## src/rtl/button_tap_decoder_pkg.sv

```systemverilog
// Shared constants for the button front-end: clock rate, ms-to-cycles scale
// and the tap-decoder state encodings.
package button_tap_decoder_pkg;

  localparam int SYS_CLK_HZ    = 12_000_000;
  localparam int CYCLES_PER_MS = SYS_CLK_HZ / 1000;

  localparam logic [1:0] ST_IDLE  = 2'd0;
  localparam logic [1:0] ST_COUNT = 2'd1;
  localparam logic [1:0] ST_EMIT  = 2'd2;

endpackage

```

## src/rtl/button_tap_decoder_if.sv

```systemverilog
// Press-pulse input and gesture-report outputs of the tap decoder.
interface button_tap_decoder_if #(
  parameter int CNT_W = 2
) ();

  logic             btn_tick;
  logic             tap_valid;
  logic [CNT_W-1:0] tap_count;
  logic             busy;

  modport master (output btn_tick, input tap_valid, tap_count, busy);
  modport slave  (input btn_tick, output tap_valid, tap_count, busy);

endinterface

```

## src/rtl/button_tap_decoder_gap_timer.sv

```systemverilog
// Idle-gap up-counter: sync clear, enable, terminal flag at GAP_CYCLES-1.
module gap_timer #(
  parameter int TMR_W      = 22,
  parameter int GAP_CYCLES = 3_600_000
) (
  input  logic clk,
  input  logic rst,
  input  logic clr,
  input  logic en,
  output logic tc
);

  logic [TMR_W-1:0] cnt;

  always_ff @(posedge clk) begin
    if (rst || clr) begin
      cnt <= '0;
    end else if (en) begin
      cnt <= cnt + TMR_W'(1);
    end
  end

  assign tc = (cnt == TMR_W'(GAP_CYCLES - 1));

endmodule

```

## src/rtl/button_tap_decoder.sv

```systemverilog
// Groups debounced press pulses into gestures and reports the tap count
// once the gesture closes (idle gap elapsed or MAX_TAPS reached).
module button_tap_decoder
  import button_tap_decoder_pkg::*;
#(
  parameter int CLK_FREQ_HZ = SYS_CLK_HZ,
  parameter int GAP_CYCLES  = 300 * (CLK_FREQ_HZ / 1000),
  parameter int MAX_TAPS    = 3,
  parameter int CNT_W       = 2,
  parameter int TMR_W       = 22
) (
  input logic                clk,
  input logic                rst,
  button_tap_decoder_if.slave tap_if
);

  localparam logic [CNT_W:0] MAX_C = (CNT_W + 1)'(MAX_TAPS);

  logic [1:0]       state, state_nxt;
  logic [CNT_W-1:0] count, count_nxt;
  logic [CNT_W-1:0] tap_count_q, tap_count_nxt;
  logic [CNT_W:0]   count_inc;
  logic             tap_valid_q, busy_q;
  logic             gap_clr, gap_en, gap_tc;

  // Timer restarts on every tick and sits at zero outside an open gesture.
  assign gap_clr = tap_if.btn_tick | (state != ST_COUNT);
  assign gap_en  = (state == ST_COUNT) & ~gap_tc;

  gap_timer #(
    .TMR_W      (TMR_W),
    .GAP_CYCLES (GAP_CYCLES)
  ) u_gap_timer (
    .clk (clk),
    .rst (rst),
    .clr (gap_clr),
    .en  (gap_en),
    .tc  (gap_tc)
  );

  assign count_inc = {1'b0, count} + (CNT_W + 1)'(1);

  always_comb begin
    state_nxt     = state;
    count_nxt     = count;
    tap_count_nxt = tap_count_q;
    case (state)
      ST_IDLE: begin
        if (tap_if.btn_tick) begin
          state_nxt = ST_COUNT;
          count_nxt = CNT_W'(1);
        end
      end
      ST_COUNT: begin
        // A tick landing on the timeout cycle still extends the gesture.
        if (tap_if.btn_tick) begin
          count_nxt = count_inc[CNT_W-1:0];
          if (count_inc >= MAX_C) begin
            state_nxt     = ST_EMIT;
            tap_count_nxt = count_inc[CNT_W-1:0];
          end
        end else if (gap_tc) begin
          state_nxt     = ST_EMIT;
          tap_count_nxt = count;
        end
      end
      ST_EMIT: begin
        if (tap_if.btn_tick) begin
          state_nxt = ST_COUNT;
          count_nxt = CNT_W'(1);
        end else begin
          state_nxt = ST_IDLE;
          count_nxt = '0;
        end
      end
      default: begin
        state_nxt = ST_IDLE;
        count_nxt = '0;
      end
    endcase
  end

  always_ff @(posedge clk) begin
    if (rst) begin
      state       <= ST_IDLE;
      count       <= '0;
      tap_count_q <= '0;
      tap_valid_q <= 1'b0;
      busy_q      <= 1'b0;
    end else begin
      state       <= state_nxt;
      count       <= count_nxt;
      tap_count_q <= tap_count_nxt;
      tap_valid_q <= (state == ST_EMIT);
      busy_q      <= (state == ST_COUNT);
    end
  end

  assign tap_if.tap_valid = tap_valid_q;
  assign tap_if.tap_count = tap_count_q;
  assign tap_if.busy      = busy_q;

endmodule

```

## src/flat_wrapper.sv

```systemverilog
// flat-port wrapper written by rule: the top's interface ports become plain ports
module button_tap_decoder_flat import button_tap_decoder_pkg::*;
#(
  parameter int CLK_FREQ_HZ = SYS_CLK_HZ,
  parameter int GAP_CYCLES  = 300 * (CLK_FREQ_HZ / 1000),
  parameter int MAX_TAPS    = 3,
  parameter int CNT_W       = 2,
  parameter int TMR_W       = 22
)
  (clk, rst, tap_if_btn_tick, tap_if_tap_valid, tap_if_tap_count, tap_if_busy);
  button_tap_decoder_if #(.CNT_W(CNT_W)) tap_if_i ();
  input logic clk;
  input logic rst;
  input wire logic [$bits(tap_if_i.btn_tick)-1:0] tap_if_btn_tick;
  output wire logic [$bits(tap_if_i.tap_valid)-1:0] tap_if_tap_valid;
  output wire logic [$bits(tap_if_i.tap_count)-1:0] tap_if_tap_count;
  output wire logic [$bits(tap_if_i.busy)-1:0] tap_if_busy;
  assign tap_if_i.btn_tick = tap_if_btn_tick;
  assign tap_if_tap_valid = tap_if_i.tap_valid;
  assign tap_if_tap_count = tap_if_i.tap_count;
  assign tap_if_busy = tap_if_i.busy;
  button_tap_decoder #(.CLK_FREQ_HZ(CLK_FREQ_HZ), .GAP_CYCLES(GAP_CYCLES), .MAX_TAPS(MAX_TAPS), .CNT_W(CNT_W), .TMR_W(TMR_W)) u_core (.clk(clk), .rst(rst), .tap_if(tap_if_i));
endmodule
```

## config.mk

```make
export PLATFORM = sky130hd
export DESIGN_NAME = button_tap_decoder_flat
export DESIGN_NICKNAME = d
export VERILOG_FILES = /design/src/rtl/button_tap_decoder_pkg.sv /design/src/rtl/button_tap_decoder_if.sv /design/src/rtl/button_tap_decoder_gap_timer.sv /design/src/rtl/button_tap_decoder.sv /design/src/flat_wrapper.sv
export SDC_FILE = /design/constraint.sdc
export NUM_CORES = 1
export LEC_CHECK = 0
export ABC_CLOCK_PERIOD_IN_PS = 4600
export CORE_ASPECT_RATIO = 2
export CORE_MARGIN = 2
export CORE_UTILIZATION = 48
export CTS_BUF_LIST = sky130_fd_sc_hd__clkbuf_16
export DETAILED_ROUTE_END_ITERATION = 8
export PLACE_DENSITY = 0.68
export SLEW_MARGIN = 30
export SYNTH_ARGS = -nofsm -noshare
export SYNTH_HDL_FRONTEND = slang
export SYNTH_SLANG_ARGS = --single-unit
```

## constraint.sdc

```tcl
create_clock -name clk -period 4.6 [get_ports clk]
set_clock_uncertainty 0.15 [all_clocks]
set_input_delay 0.92 -clock clk [delete_from_list [all_inputs] [get_ports clk]]
set_output_delay 0.92 -clock clk [all_outputs]
set_load 0.1 [all_outputs]
```

## Yosys cells after proc, flatten, opt, wreduce, memory -nomap -nowiden

Cells that the tools add are included.

- Eq/ne operators: 9
- Muxes and demuxes: 11
- Bitwise operators: 3
- Reductions and logical operators: 6
- Add/sub/neg operators: 2
- $lt $le $gt $ge: 1

Operators by type and width:

| cell | number |
|---|---|
| 22-bit by 1-bit adder with 22-bit output, second input constant | 1 |
| 22-bit equality test, second input constant | 1 |
| 2-bit two-way mux | 8 |
| 2-bit one-hot mux with 3 select lines | 2 |
| 3-bit by 2-bit inequality test with 1-bit output, second input constant | 2 |
| 3-bit AND reduction | 2 |
| 2-bit by 1-bit inequality test with 1-bit output, second input constant | 2 |
| 2-bit inequality test, second input constant | 2 |
| 2-bit by 1-bit adder with 3-bit output, second input constant | 1 |
| 3-bit by 2-bit >= comparator with 1-bit output, second input constant | 1 |
| 2-bit by 1-bit equality test with 1-bit output, second input constant | 1 |
| 2-bit equality test, second input constant | 1 |
| 2-bit zero test | 1 |
| 2-bit AND reduction | 1 |
| 2-bit nonzero test | 1 |
| 1-bit bitwise AND | 1 |
| 1-bit logical OR | 1 |
| 1-bit two-way mux | 1 |
| 1-bit NOT | 1 |
| 1-bit OR | 1 |

- Input bits: 3
- Output and inout bits: 4
- Logic and storage cells: 38
- Register bits after elaboration: 30

## Longest topological paths before layout

Gate-level depths: netlist (run 1).

- Depth after elaboration: 5
- Gate-level depth with buffers: 8
- Mapped depth without buffers: 7

## Cells and area by module

Synthesis (run 1) repeated with hierarchy kept, for this count alone.

- Cell total of the unflattened synthesis: 168
- Area total of the unflattened synthesis: 1,460.2 um^2

By module, submodules not included:

| module | area an instance (um^2) | sequential area each (um^2) | times used | cells an instance |
|---|---|---|---|---|
| gap_timer | 1,077.3 | 440.4 | 1 | 127 |
| button_tap_decoder | 382.9 | 160.2 | 1 | 41 |

## Worst setup path after synthesis (run 1)

Ideal clock, no wire load.

- Kind: reg-to-reg
- Start point: reg u_core.u_gap_timer.cnt[12]
- End point: reg u_core.tap_count_q[0] (netlist: u_core.tap_if.tap_count[0])
- Slack: 2,506 ps
- Cell stages (with the launch flop): 8
- Data arrival time: 1,822 ps
- Setup time: 122 ps
- Period minus slack after synthesis: 2,094 ps
- Path buffers: 2
- Data required time: 4,328 ps
- Cells stage by stage: dfxtp_1 > or4b_4 > nor4_4 > and2_1 > buf_6 > buf_12 > nor4b_1 > a311o_1

- Longest elaborated chain between the ends: 3

Ends and longest elaborated chain:

| item | RTL line | text |
|---|---|---|
| from (decl) | button_tap_decoder_gap_timer.sv:13 | `logic [TMR_W-1:0] cnt;` |
| from (signal assigned) | button_tap_decoder_gap_timer.sv:19 | `cnt <= cnt + TMR_W'(1);` |
| 22-bit equality test | button_tap_decoder_gap_timer.sv:23 | `assign tc = (cnt == TMR_W'(GAP_CYCLES - 1));` |
| 2-bit nonzero test (no source line) | n/a |  |
| 3-bit AND reduction (no source line) | n/a |  |
| to (signal assigned) | button_tap_decoder.sv:93 | `tap_count_q <= tap_count_nxt;` |
| to (decl) | button_tap_decoder.sv:21 | `logic [CNT_W-1:0] tap_count_q, tap_count_nxt;` |

Every way passes these cells.
A chain may end at the register's enable or synchronous reset.

## Worst setup path in the final report (run 1)

- Start point: reg u_core.tap_count_q[0] (netlist: u_core.tap_if.tap_count[0])
- End point: out tap_if_tap_count[0]

RTL lines:

| item | RTL line | text |
|---|---|---|
| to (decl) | flat_wrapper.sv:16 | `output wire logic [$bits(tap_if_i.tap_count)-1:0] tap_if_tap_count;` |

No word-level cell between the ends.

==> results of run 1 <==
==> cells in the mapped netlist, types with 2 or more instances <==
cell type,number
dfxtp_1,30
nor2_1,19
a21oi_1,13
nand2_1,13
nand3_1,10
nand4_1,9
o21ai_0,9
xor2_1,7
or3_2,6
or3_1,5
xnor2_1,5
clkbuf_1,4
nor3_1,4
and3_1,3
ha_1,3
inv_1,3
nand2b_1,3
nand3b_1,3
nor4_1,3
a31o_2,2
and2_1,2
buf_2,2
o21a_1,2
==> routing by layer <==
metal  track usage [%]  vias up  share of wire [%]
li1                  -      654                  -
met1              24.4      600                 50
met2              26.1        8                 45
met3              5.84        6                2.3
met4              7.99        0                1.9
met5                 0        -                  0
==> flip-flops by register name (all words and copies together) (netlist names) <==
name                     flops
u_core.state                 2
u_core.tap_if.busy           1
u_core.count                 2
u_core.tap_if.tap_count      2
u_core.u_gap_timer.cnt      22
u_core.tap_if.tap_valid      1
==> layout by cell type, fill, tap and decap left out, drive strengths merged, types with 3 or more instances in the layout <==
cell type and instances:
dfxtp 30, nor2 19, nand2 13, a21oi 13
or3 11, nand3 10, nand4 9, o21ai 9
xor2 7, clkdlybuf4s50 6, xnor2 5, clkbuf 5
inv 4, nor3 4, nor4 4, and3 4
nand2b 3, nand3b 3, ha 3
==> cells by family after synthesis <==
kind of cell,Yosys count
flip-flops,30
multiplexers,1
AND/OR/NAND/NOR,88
adder cells (fa/ha/maj),3
AO/OA/AOI/OAI,33
XOR/XNOR,12
buffers and inverters,11
==> report_power, final <==
group	leakage (nW)	switching, mW	internal [mW]
clock network	0.0724	0.105	0.194
logic	0.261	0.0250	0.0120
registers	0.243	0.00419	0.264
==> stage by stage <==
step	util (%)	cell area, um2	total power [mW]
final	55.2	1700	0.604
after global routing	55.2	1700	0.627
after detailed placement	50.7	1560	0.310
after global placement	50.7	1560	0.310
after floorplan	-	1520	0.301
after CTS	55.2	1700	0.610
==> tightest hold or removal path: cells and delay by family, from the launching register on <==
| kind | cells | cell delay (ps) |
|---|---|---|
| AOI/OAI and AO/OA | 2 | 130 |
| DFF | 1 | 320 |
==> final timing paths <==
check	endpoint	slack (ps)	cells after the start	startpoint
worst min register to register	u_core.u_gap_timer.cnt[5]$_SDFFE_PP0P_	350	2	u_core.u_gap_timer.cnt[5]$_SDFFE_PP0P_
worst min-delay path	u_core.u_gap_timer.cnt[5]$_SDFFE_PP0P_	350	2	u_core.u_gap_timer.cnt[5]$_SDFFE_PP0P_
worst max-delay path	tap_if_tap_count[0]	1730	1	u_core.tap_if.tap_count[0]$_SDFFE_PP0P_
worst max register to register	u_core.tap_if.tap_count[1]$_SDFFE_PP0P_	2150	5	u_core.u_gap_timer.cnt[12]$_SDFFE_PP0P_
==> final cells by class <==
cell class	count	area share, %
Inverter	3	0.662
Multi-Input combinational cell	137	50.1
Sequential cell	30	35.3
Clock inverter	3	0.735
Timing Repair Buffer	6	3.53
Clock buffer	5	7.35
Tap cell	31	2.28
==> qor.csv, run 1 <==
metric,value,unit
yosys warns,0,
I/O Pins,7,
fill count,280,
Rel. slew slack,35.1,%
Main synth FF type,dfxtp_1,
syn_nets,184,
critical path class,flip-flop to primary output,
postcts setup bufs,0,
number of global-route vias before repair,1183,
startpoint type of the worst setup path,flip-flop,
area delta synth->final,11.8,%
setup TNS,0,ps
Post-Synth Adder-Cell Area,2.47,%
Layout Nets,189,
ys async rst share,0,%
"Seq/Total Area, Yosys",39.5,%
"delay-heaviest family, CP",buffers and inverters,
achievable clock frequency,348,MHz
Final Worst Setup Slack,1730,ps
final hold violation count,0,
pre-CTS WS,1710,ps
Initial DRT Pass Iterations,4,
Post-Synth XOR/XNOR Area,6.91,%
Final min period,2870,ps
post-synthesis compound-gate area fraction,13.2,%
CTS tree,built,
Max Cap Violations,0,
wire per inst,13.7,um
clock latency on the worst-skew pair,270,ps
CORE AREA,3080,um2
Post-CTS Hold Fix Bufs,0,
n_diodes,0,
clk slew on worst S/H paths,50,ps
fin cells,215,
top-area cell type share of the netlist area,39.5,%
"top cells by area, synth","dfxtp_1 (39%), nor2_1 (4.7%), a21oi_1 (4.3%)",
Leak,0.576,nW
PostCTS Resize Cnt,0,
antenna violations before repair,0,
Port Buffer Count,6,
H-tree depth,2,
Initial Util,49.3,%
DRT iter0 DRCs,27,
clk buf depth,2,
drt drc,0,
Die Y,83.6,um
Max Slew Vio Count,0,
arrival time worst endpoint,1800,ps
Vias,1268,
mean post-synth cell area,8.55,um2
DIE WIDTH,43.8,um
Final setup viols,0,
total global-route track usage,18.2,%
Inst Count DP,207,
Avg Vias per Cell,5.90,
row cnt,29,
Buf/Inv on CP,1,
crit-path max FO,4,
unrepaired setup endpoints after global routing,no,
worst slew pin tran,970,ps
period utilisation layout,62.5,%
"EDFF count, synth",0,
Slowest cell on crit path,clkdlybuf4s50_1,
synthesis-stage register bit count,30,
crit-path max cell delay,1150,ps
Reg area,601,um2
hpwl dp,2080,um
Post-Syn Instances,178,
Final ANT Viol Nets,0,
post-synthesis cell type count,41,
first-pass GRT wire length,5130,um
grt ovf,0,
post-synth top area cell,dfxtp_1,
"Req. time, crit path",3530,ps
pwr dens,355,nW/um2
Min Hold Slack,345,ps
Die Footprint,3660,um2
clk sinks,30,
Multi-input gate area,853,um2
routed wire length,2950,um
VDD IR max,0.259,mV
CP Cell Sequence,clkdlybuf4s50_1,
Worst Hold Class,flip-flop to flip-flop,
Post-Synth Simple-Gate Area,32.8,%
Syn Std Cell Area,1520,um2
mux cell area share after synthesis,0.740,%
share of layout cells above drive strength 1,9.78,%
Placer Congestion,0.822,
main combinational cell family by area after synthesis,simple AND/OR/NAND/NOR gates,
Worst Setup End Kind,primary output,
status,"finished, final reports clean",
total CTS buffers,5,
largest net degree at the start of global routing,23,
Clk Tree Root Cell,clkbuf_16,
Power figures use the tool's default switching activity.
==> run 2, diff against run 1 <==
Settings changed: ABC_CLOCK_PERIOD_IN_PS 4600 to 2650.
Clock period 4.6 ns to 2.65 ns, I/O delays scaled along.
==> run 2 against run 1 <==
Effect of this change: routed wire length increased by 3.1%; clock power increased by 77%; critical path depth increased by 4; non-clock buffer count increased by 7; sequential share of layout area decreased by 0.86 points; first-iteration DRC count increased by 30%; die area unchanged; via count increased by 2.6%; utilization increased by 1.4 points.
==> qor.csv, run 2 (synthesis gave the netlist of run 1 again) <==
metric,value,unit
arrival time worst endpoint,2340,ps
status,"finished, final reports clean",
Placer Congestion,0.885,
"commonest non-fill, non-tap cell in the layout",dfxtp_1,
setup TNS,0,ps
antenna violations before repair,0,
row cnt,29,
VDD IR max,0.493,mV
register with the most flip-flops,u_core.u_gap_timer.cnt,
unrepaired setup endpoints after global routing,no,
H-tree depth,2,
worst slew pin tran,650,ps
pwr dens,609,nW/um2
Die Footprint,3660,um2
Die Y,83.6,um
Rel. slew slack,56.2,%
final hold violation count,0,
drt drc,0,
Critical Path Start,u_core.u_gap_timer.cnt[12]$_SDFFE_PP0P_,
Initial DRT Pass Iterations,4,
Vias,1301,
Leak,0.618,nW
"Req. time, crit path",2700,ps
reg2reg start,u_core.u_gap_timer.cnt[12]$_SDFFE_PP0P_,
Reg2Reg Setup Slack,360,ps
period utilisation layout,86.3,%
share of layout cells above drive strength 1,15.2,%
crit-path max FO,8,
Max Cap Violations,0,
area of placed instances,1610,um2
final instance area,1740,um2
CTS tree,built,
fin cells,222,
postcts setup bufs,0,
Avg Vias per Cell,5.86,
fill count,273,
I/O Pins,7,
routed wire length,3040,um
first-pass GRT wire length,5220,um
total CTS buffers,5,
Layout Nets,196,
RR Endpoint,u_core.tap_if.tap_count[1]$_SDFFE_PP0P_,
clk buf depth,2,
worst setup path endpoint,u_core.tap_if.tap_count[1]$_SDFFE_PP0P_,
Min Hold Slack,357,ps
startpoint type of the worst setup path,flip-flop,
Inst Count DP,214,
Final min period,2290,ps
total global-route track usage,18.7,%
Max Slew Vio Count,0,
hold path startpoint,u_core.u_gap_timer.cnt[5]$_SDFFE_PP0P_,
R2R depth,5,
clk slew on worst S/H paths,50,ps
Worst Setup End Kind,flip-flop,
area delta synth->final,14.6,%
Post-CTS Hold Fix Bufs,0,
grt ovf,0,
clock latency on the worst-skew pair,270,ps
Port Buffer Count,6,
most frequent cells in the layout,"dfxtp_1 (30), nor2_1 (19), nand2_1 (13), a21oi_1 (13), buf_4 (11)",
Initial Util,49.3,%
pre-CTS WS,343,ps
Multi-input gate area,853,um2
number of global-route vias before repair,1180,
wire per inst,13.7,um
Clk Tree Root Cell,clkbuf_16,
Reg area,601,um2
max FFs per register,22,
largest net degree at the start of global routing,15,
Final setup viols,0,
Final ANT Viol Nets,0,
achievable clock frequency,437,MHz
DIE WIDTH,43.8,um
n_diodes,0,
critical path class,flip-flop to flip-flop,
clk sinks,30,
hpwl dp,2250,um
DRT iter0 DRCs,35,
CORE AREA,3080,um2
Final Worst Setup Slack,364,ps
Worst Hold Class,flip-flop to flip-flop,
PostCTS Resize Cnt,0,
[run 2: changes by cell type in the layout (fill, tap and decap cells not counted), sizes merged]
cell / before / now
clkdlybuf4s50: 6 / 2
buf: 0 / 11
[run 2: worst min-delay path by stage]
stage                                               to  slack [ps]  cells past startpoint
6_report        u_core.u_gap_timer.cnt[5]$_SDFFE_PP0P_         360                      2
5_1_grt         u_core.u_gap_timer.cnt[5]$_SDFFE_PP0P_         390                      2
4_1_cts        u_core.u_gap_timer.cnt[21]$_SDFFE_PP0P_         340                      2
3_5_place_dp   u_core.u_gap_timer.cnt[21]$_SDFFE_PP0P_         330                      2
3_3_place_gp   u_core.u_gap_timer.cnt[21]$_SDFFE_PP0P_         320                      2
2_1_floorplan       u_core.tap_if.tap_valid$_SDFF_PP0_         300                      1
[run 2: where the power goes]
| part | switching, mW | internal, mW | total [mW] | leakage [nW] |
|---|---|---|---|---|
| Sequential | 0.00711 | 0.458 | 0.465 | 0.243 |
| Clock | 0.190 | 0.338 | 0.528 | 0.0724 |
| Combinational | 0.0443 | 0.0252 | 0.0696 | 0.303 |
| Total | 0.241 | 0.822 | 1.06 | 0.618 |
[run 2: worst max-delay path, stage by stage, from the launching register on]
cell,delay [ps]
dfxtp_1,340
or4b_4,560
nor4_4,310
and2_1,360
mux2_2,370
a22oi_1,120
[run 2: area by class of cell]
type / count / share of cell area [%]
Clock buffer: 5 / 7.17
Clock inverter: 3 / 0.717
Inverter: 3 / 0.646
Multi-Input combinational cell: 137 / 48.9
Sequential cell: 30 / 34.4
Tap cell: 31 / 2.22
Timing Repair Buffer: 13 / 5.88
[run 2: stage by stage]
step / power (mW) / util (%)
global placement: 0.543 / 52.1
detailed placement: 0.543 / 52.1
finish: 1.06 / 56.6
floorplan: 0.523 / -
global route: 1.10 / 56.6
CTS: 1.08 / 56.6
[run 2: metal layers]
layer | GRT usage [%] | share of wire, % | up-vias
met5 | 0 | 0 | -
met3 | 5.19 | 2.7 | 7
li1 | - | - | 673
met1 | 24.0 | 47 | 601
met2 | 27.8 | 48 | 20
met4 | 9.37 | 2.0 | 0
